==> config.mk <==
export PLATFORM = sky130hd
export DESIGN_NAME = pipe_stage_reg
export DESIGN_NICKNAME = d
export VERILOG_FILES = /design/src/rtl/pipe_stage_reg_pkg.sv /design/src/rtl/pipe_chan_reg.sv /design/src/rtl/pipe_stage_reg.sv
export SDC_FILE = /design/constraint.sdc
export NUM_CORES = 1
export LEC_CHECK = 0
export ABC_AREA = 0
export ABC_CLOCK_PERIOD_IN_PS = 2200
export BUFFER_PORTS_ARGS = -buffer_cell sky130_fd_sc_hd__buf_2
export CAP_MARGIN = 20
export CELL_PAD_IN_SITES_DETAIL_PLACEMENT = 0
export CELL_PAD_IN_SITES_GLOBAL_PLACEMENT = 2
export CORE_ASPECT_RATIO = 1.25
export CORE_UTILIZATION = 26
export CTS_BUF_LIST = sky130_fd_sc_hd__clkbuf_8
export DETAILED_ROUTE_END_ITERATION = 8
export MAX_ROUTING_LAYER = met4
export PLACE_DENSITY = 0.79
export SLEW_MARGIN = 20
export SYNTH_ARGS = -nofsm -noshare
export SYNTH_HDL_FRONTEND = slang
export SYNTH_SLANG_ARGS = --single-unit
==> constraint.sdc <==
create_clock -name clk -period 2.2 [get_ports clk]
set_clock_uncertainty 0.15 [all_clocks]
set_input_delay 0.11 -clock clk [delete_from_list [all_inputs] [get_ports clk]]
set_output_delay 0.11 -clock clk [all_outputs]
set_load 0.02 [all_outputs]
==> src/rtl/pipe_stage_reg_pkg.sv <==
// rtl/pipe_stage_reg_pkg.sv - shared constants and action decode for the pipeline stage register
package pipe_stage_reg_pkg;

   localparam logic        Stop         = 1'b1;
   localparam logic        NoStop       = 1'b0;
   localparam logic        WriteDisable = 1'b0;
   localparam int unsigned NOPRegAddr   = 0;
   localparam int unsigned ZeroWord     = 0;

   typedef enum logic [1:0] {
      ACT_HOLD    = 2'd0,
      ACT_ADVANCE = 2'd1,
      ACT_BUBBLE  = 2'd2,
      ACT_FLUSH   = 2'd3
   } stage_act_t;

   // Reset is handled by the callers; this only orders flush > bubble > advance > hold.
   function automatic stage_act_t stage_act(input logic flush,
                                            input logic stall_here,
                                            input logic stall_next);
      stage_act_t act;
      if (flush)
         act = ACT_FLUSH;
      else if (stall_here == Stop && stall_next == NoStop)
         act = ACT_BUBBLE;
      else if (stall_here == NoStop)
         act = ACT_ADVANCE;
      else
         act = ACT_HOLD;
      return act;
   endfunction

endpackage

==> src/rtl/pipe_chan_reg.sv <==
// rtl/pipe_chan_reg.sv - one register-write channel (address, enable, data) of the stage register
module pipe_chan_reg
   import pipe_stage_reg_pkg::*;
#(
   parameter int DW = 32,
   parameter int AW = 5
) (
   input  logic          clk,
   input  logic          rst,
   input  logic          flush,
   input  logic          stall_here,
   input  logic          stall_next,
   input  logic          mem_valid,
   input  logic [AW-1:0] mem_wd,
   input  logic          mem_wreg,
   input  logic [DW-1:0] mem_wdata,
   output logic [AW-1:0] wb_wd,
   output logic          wb_wreg,
   output logic [DW-1:0] wb_wdata
);

   stage_act_t act;

   assign act = stage_act(flush, stall_here, stall_next);

   always_ff @(posedge clk) begin
      if (rst) begin
         wb_wd    <= AW'(NOPRegAddr);
         wb_wreg  <= WriteDisable;
         wb_wdata <= DW'(ZeroWord);
      end else begin
         case (act)
            ACT_FLUSH, ACT_BUBBLE: begin
               wb_wd    <= AW'(NOPRegAddr);
               wb_wreg  <= WriteDisable;
               wb_wdata <= DW'(ZeroWord);
            end
            ACT_ADVANCE: begin
               // Address and data pass even for an empty slot; only the enable is gated.
               wb_wd    <= mem_wd;
               wb_wreg  <= mem_wreg & mem_valid;
               wb_wdata <= mem_wdata;
            end
            default: begin
               wb_wd    <= wb_wd;
               wb_wreg  <= wb_wreg;
               wb_wdata <= wb_wdata;
            end
         endcase
      end
   end

endmodule

==> src/rtl/pipe_stage_reg.sv <==
// rtl/pipe_stage_reg.sv - registered pipeline stage with stall/flush, HI/LO channel and retire counter
module pipe_stage_reg
   import pipe_stage_reg_pkg::*;
#(
   parameter int DW      = 32,
   parameter int AW      = 5,
   parameter int NCH     = 1,
   parameter int STAGE   = 4,
   parameter int SW      = 6,
   parameter bit HILO_EN = 1'b1,
   parameter int CNT_W   = 32
) (
   input  logic               clk,
   input  logic               rst,
   input  logic [SW-1:0]      stall,
   input  logic               flush,
   input  logic               mem_valid,
   input  logic [NCH*AW-1:0]  mem_wd,
   input  logic [NCH-1:0]     mem_wreg,
   input  logic [NCH*DW-1:0]  mem_wdata,
   input  logic [DW-1:0]      mem_hi,
   input  logic [DW-1:0]      mem_lo,
   input  logic               mem_whilo,
   output logic               wb_valid,
   output logic [NCH*AW-1:0]  wb_wd,
   output logic [NCH-1:0]     wb_wreg,
   output logic [NCH*DW-1:0]  wb_wdata,
   output logic [DW-1:0]      wb_hi,
   output logic [DW-1:0]      wb_lo,
   output logic               wb_whilo,
   output logic [CNT_W-1:0]   retire_cnt
);

   logic       stall_here;
   logic       stall_next;
   stage_act_t act;

   assign stall_here = stall[STAGE];

   // The last stage has no downstream stage, so it always sees NoStop below it.
   generate
      if (STAGE < SW-1) begin : g_mid_stage
         assign stall_next = stall[STAGE+1];
      end else begin : g_last_stage
         assign stall_next = NoStop;
      end
   endgenerate

   wire unused_stall_bits = ^stall;

   assign act = stage_act(flush, stall_here, stall_next);

   generate
      for (genvar gi = 0; gi < NCH; gi++) begin : g_chan
         pipe_chan_reg #(
            .DW (DW),
            .AW (AW)
         ) u_chan (
            .clk        (clk),
            .rst        (rst),
            .flush      (flush),
            .stall_here (stall_here),
            .stall_next (stall_next),
            .mem_valid  (mem_valid),
            .mem_wd     (mem_wd[gi*AW +: AW]),
            .mem_wreg   (mem_wreg[gi]),
            .mem_wdata  (mem_wdata[gi*DW +: DW]),
            .wb_wd      (wb_wd[gi*AW +: AW]),
            .wb_wreg    (wb_wreg[gi]),
            .wb_wdata   (wb_wdata[gi*DW +: DW])
         );
      end
   endgenerate

   always_ff @(posedge clk) begin
      if (rst) begin
         wb_valid   <= 1'b0;
         retire_cnt <= '0;
      end else begin
         case (act)
            ACT_FLUSH, ACT_BUBBLE: begin
               wb_valid <= 1'b0;
            end
            ACT_ADVANCE: begin
               wb_valid <= mem_valid;
               if (mem_valid)
                  retire_cnt <= retire_cnt + CNT_W'(1);
            end
            default: begin
               wb_valid <= wb_valid;
            end
         endcase
      end
   end

   generate
      if (HILO_EN) begin : g_hilo
         always_ff @(posedge clk) begin
            if (rst) begin
               wb_hi    <= DW'(ZeroWord);
               wb_lo    <= DW'(ZeroWord);
               wb_whilo <= WriteDisable;
            end else begin
               case (act)
                  ACT_FLUSH, ACT_BUBBLE: begin
                     wb_hi    <= DW'(ZeroWord);
                     wb_lo    <= DW'(ZeroWord);
                     wb_whilo <= WriteDisable;
                  end
                  ACT_ADVANCE: begin
                     wb_hi    <= mem_hi;
                     wb_lo    <= mem_lo;
                     wb_whilo <= mem_whilo & mem_valid;
                  end
                  default: begin
                     wb_hi    <= wb_hi;
                     wb_lo    <= wb_lo;
                     wb_whilo <= wb_whilo;
                  end
               endcase
            end
         end
      end else begin : g_no_hilo
         assign wb_hi    = DW'(ZeroWord);
         assign wb_lo    = DW'(ZeroWord);
         assign wb_whilo = WriteDisable;
         wire unused_hilo_inputs = ^{mem_hi, mem_lo, mem_whilo};
      end
   endgenerate

endmodule

==> impl_summary.log <==
INFO  metric die_height = 156 um
INFO  metric postLayoutCellArea = 8300 um^2
INFO  metric crit_start = retire_cnt[10]
INFO  metric cp_max_fo = 26
INFO  metric cts-htree-levels = 4
INFO  metric clock-root-buffer = sky130_fd_sc_hd__clkbuf_8
INFO  metric critical-path-slowest-cell = sky130_fd_sc_hd__or4_1
INFO  metric worst_slew_margin_rel = 0.678
INFO  metric maxCapViolCount = 0
INFO  metric grt_start_max_net_pins = 97
INFO  metric cts.clk_slew.worst_paths = 0.08 ns
INFO  metric cts_inserted_buffers = 17
INFO  metric cp_max_stage_delay = 0.54 ns
INFO  metric ys_warn_count = 0
INFO  metric p_int = 3.89 mW
INFO  metric die_width = 125 um
INFO  metric synth.yosys.seq_area_share = 0.550
INFO  metric crit-reg2reg-launch = retire_cnt[10]
INFO  metric place_area = 6470 um^2
INFO  metric peakVddDrop = 0.300 mV
INFO  metric ys_dominant_reg_cell = sky130_fd_sc_hd__dfxtp_1
INFO  metric crit_path_end_kind = flop
INFO  metric final-max-slew-violation-count = 0
INFO  metric initial_core_util = 0.265
INFO  metric worst_path_dominant_cell_family = simple AND/OR/NAND/NOR gates
INFO  metric postSynthCellCount = 531
INFO  metric total_grt_usage = 0.172
INFO  metric critPathArrivalTime = 2.29 ns
INFO  metric viasPerCell = 4.81
INFO  metric total_leakage_power = 3.72 nW
INFO  metric timing.hold.worst.class = in -> reg
INFO  metric synthesis.area_per_instance = 9.33 um^2
INFO  metric worst_path_most_repeated_cell = sky130_fd_sc_hd__or4_1
INFO  metric power.share.clock = 0.397
INFO  metric powerDensity = 632 nW/um^2
INFO  metric net-switching-power = 1.36 mW
INFO  metric gr-total-overflow = 0
INFO  metric ys_top_cells_by_area = sky130_fd_sc_hd__dfxtp_1, sky130_fd_sc_hd__a22oi_1, sky130_fd_sc_hd__nor2_1, sky130_fd_sc_hd__or4_1, sky130_fd_sc_hd__clkbuf_1
INFO  metric detailroute.wirelength.met2 = 8450 um
INFO  metric vias_in_the_first_global_route = 5387
INFO  metric violations = DRC
INFO  metric synthMostInstantiatedCell = sky130_fd_sc_hd__dfxtp_1
INFO  metric rsz_0062_raised_after_global_routing = false
INFO  metric i_o_buffers = 244
INFO  metric fp.dieArea = 19600 um^2
INFO  metric synth.distinct_cells = 31
INFO  metric fmaxAchievable = 483 MHz
INFO  metric synth_common_cells = sky130_fd_sc_hd__dfxtp_1, sky130_fd_sc_hd__nor2_1, sky130_fd_sc_hd__a22oi_1
INFO  metric routabilityCongestion = 0.798
INFO  metric core_region_area = 18700 um^2
INFO  metric critical_path.cell_chain = nand3_2 -> or4_1 -> buf_6 -> or4_1 -> a21oi_1
INFO  metric critical_path_required = 2.42 ns
INFO  metric post-synth-top-area-cell = sky130_fd_sc_hd__dfxtp_1
INFO  metric timing_worst_slew_pin_value = 0.483 ns
INFO  metric tritoncts = done
INFO  metric number_of_hold_violations_in_the_final_report = 0
INFO  metric grt_first_pass_wirelength = 26100 um
INFO  metric synth.top_cell.area_share = 0.550
INFO  metric drtPass1Iterations = 7
INFO  metric hpwl_detailed = 10500 um
INFO  metric critical_path_buf_inv_count = 1
INFO  metric finish.cell_count_without_fillers = 1150
INFO  metric power.sequential.fraction = 0.486
INFO  metric run_status = finished with violations
INFO  metric antenna_found_initial = 1
INFO  metric cts.sinks = 136
INFO  metric cts.path.max_buffers = 2
INFO  metric synth-async-reset-ratio = 0
INFO  metric synthesis.nets = 645
INFO  metric num_io_pins = 249
INFO  metric ant_nets = 0
INFO  metric worstSetupStartpointType = flop
INFO  metric finalSetupViolCount = 0
INFO  metric route.vias.total = 5528
INFO  metric finalWirelength = 16600 um
INFO  metric switching_share_of_power = 0.259
INFO  metric synth-edff-count = 0
INFO  metric drc = 16
INFO  metric period_needed = 2.07 ns
INFO  metric hold_path_start = stall[4]
INFO  metric syn_to_final_growth = 67.5%
INFO  metric final_layout_size_suffix_gt1_frac = 0.334
INFO  metric route.layer.met1.wl = 6900 um
INFO  metric fin_crit_sh = 0.942
INFO  metric dr_wl_met3 = 839 um
INFO  metric final_critical_path_setup_slack = 0.128 ns
INFO  metric timing.setup.critical_path_class = reg -> reg
INFO  metric layout.nets = 1017
INFO  metric synth_seq_cells = 136
INFO  metric drt_iter0_drc = 287
INFO  metric clk_latency = 0.44 ns
INFO  metric totalNegativeSetupSlack = 0 ns
INFO  metric highest-signal-layer = met4
INFO  metric row_count = 56
INFO  metric synthesis.area = 4950 um^2
INFO  metric combinationalPowerShare = 0.118
INFO  metric numPlacedInstances = 975
INFO  metric dpl_worst_slack = 0.0471 ns
INFO  metric routed_wire_length_per_instance = 14.5 um
power groups by stage:
| stage | logic (mW) | clock network [mW] | registers [mW] |
|---|---|---|---|
| 6_report | 0.617 | 2.08 | 2.55 |
| 5_1_grt | 0.666 | 2.27 | 2.56 |
| 4_1_cts | 0.614 | 2.15 | 2.55 |
| 3_5_place_dp | 0.444 | 0 | 2.60 |
| 3_3_place_gp | 0.436 | 0 | 2.60 |
| 2_1_floorplan | 0.162 | 0 | 2.67 |
metal layers:
metal / vias to the layer above / global-route usage
met2: 179 / 0.280
met3: 29 / 0.0431
li1: 2669 / -
met4: 0 / 0.0854
met1: 2651 / 0.195
met5: - / -
cells by family (layout without fill, tap and decap cells):
logic type / count (synthesis) / count (layout) / share of synthesized area
buffers and inverters: 51 / 436 / 0.0409
multiplexers: 2 / 2 / 0.00430
XOR/XNOR: 9 / 9 / 0.0159
other: 0 / 2 / 0
AO/OA/AOI/OAI: 146 / 146 / 0.209
adder cells (fa/ha/maj): 1 / 1 / 0.00253
flip-flops: 136 / 136 / 0.550
AND/OR/NAND/NOR: 186 / 186 / 0.178
flip-flops by register name, indices dropped and copies added, names as in the netlist:
name                    flops
g_chan.u_chan.wb_wdata     32
retire_cnt                 32
wb_hi                      32
wb_lo                      32
g_chan.u_chan.wb_wd         5
g_chan.u_chan.wb_wreg       1
wb_valid                    1
wb_whilo                    1
worst min-delay path, delay by kind of cell:
kind	cells	cell delay [ns]
buffers and inverters	1	0.08
and+or+nand+nor	3	0.29
xor gates and xnor gates	1	0.13
placed cells by master (no fill, tap or decap), types with 3 or more instances in the layout:
cell                            synthesis  routed
sky130_fd_sc_hd__inv_1                  3       5
sky130_fd_sc_hd__a22oi_1              103     103
sky130_fd_sc_hd__clkbuf_8               0      18
sky130_fd_sc_hd__dlygate4sd3_1          0     141
sky130_fd_sc_hd__inv_6                  0       4
sky130_fd_sc_hd__o21ai_0                3       3
sky130_fd_sc_hd__or4_1                 21      21
sky130_fd_sc_hd__o31ai_1               18      18
sky130_fd_sc_hd__nor4_1                 3       3
sky130_fd_sc_hd__xnor2_1                5       5
sky130_fd_sc_hd__a21oi_1               22      22
sky130_fd_sc_hd__dfxtp_1              136     128
sky130_fd_sc_hd__and2_1                 4       4
sky130_fd_sc_hd__buf_12                 0       5
sky130_fd_sc_hd__dfxtp_2                0       8
sky130_fd_sc_hd__buf_4                  0      11
sky130_fd_sc_hd__clkinvlp_4             0       4
sky130_fd_sc_hd__nor2_1               116     115
sky130_fd_sc_hd__buf_2                  3     243
sky130_fd_sc_hd__nand2_1               10      10
sky130_fd_sc_hd__or2_2                  3       3
sky130_fd_sc_hd__or3_1                  3       3
sky130_fd_sc_hd__nand4_1                9       9
sky130_fd_sc_hd__nand3_1                8       8
sky130_fd_sc_hd__xor2_1                 4       4
area by class of cell:
cell class / instances / area, um^2
multi-input combinational: 344 / 2040
inverter: 3 / 11.3
clock buffer: 18 / 248
tap: 232 / 290
clock inverter: 14 / 150
antenna: 2 / 5.00
sequential: 136 / 2730
fill: 1821 / 10400
timing repair buffer: 401 / 2820
stage by stage:
step,hold slack (ns),power [mW],util
finish,0.0596,5.25,0.443
global route,0.0731,5.49,0.443
CTS,0.0252,5.32,0.443
detailed placement,0.215,3.05,0.346
global placement,0.207,3.04,0.346
floorplan,0.123,2.84,-
worst paths after layout:
kind | slack [ns] | endpoint | cells after the start
worst max-delay path | 0.13 | retire_cnt[31] | 5
worst min-delay path | 0.06 | retire_cnt[9] | 5
worst max register to register | 0.13 | retire_cnt[31] | 5
worst min register to register | 0.34 | retire_cnt[31] | 2
repair_timing:
action | 4_1_cts | 5_1_grt
setup endpoints to repair | 0 | 6
endpoints found under the hold margin | 106 | 0
resized for setup | 0 | 5
buffers inserted | 0 | 0
hold buffers | 141 | 0
Power figures use the tool's default switching activity.
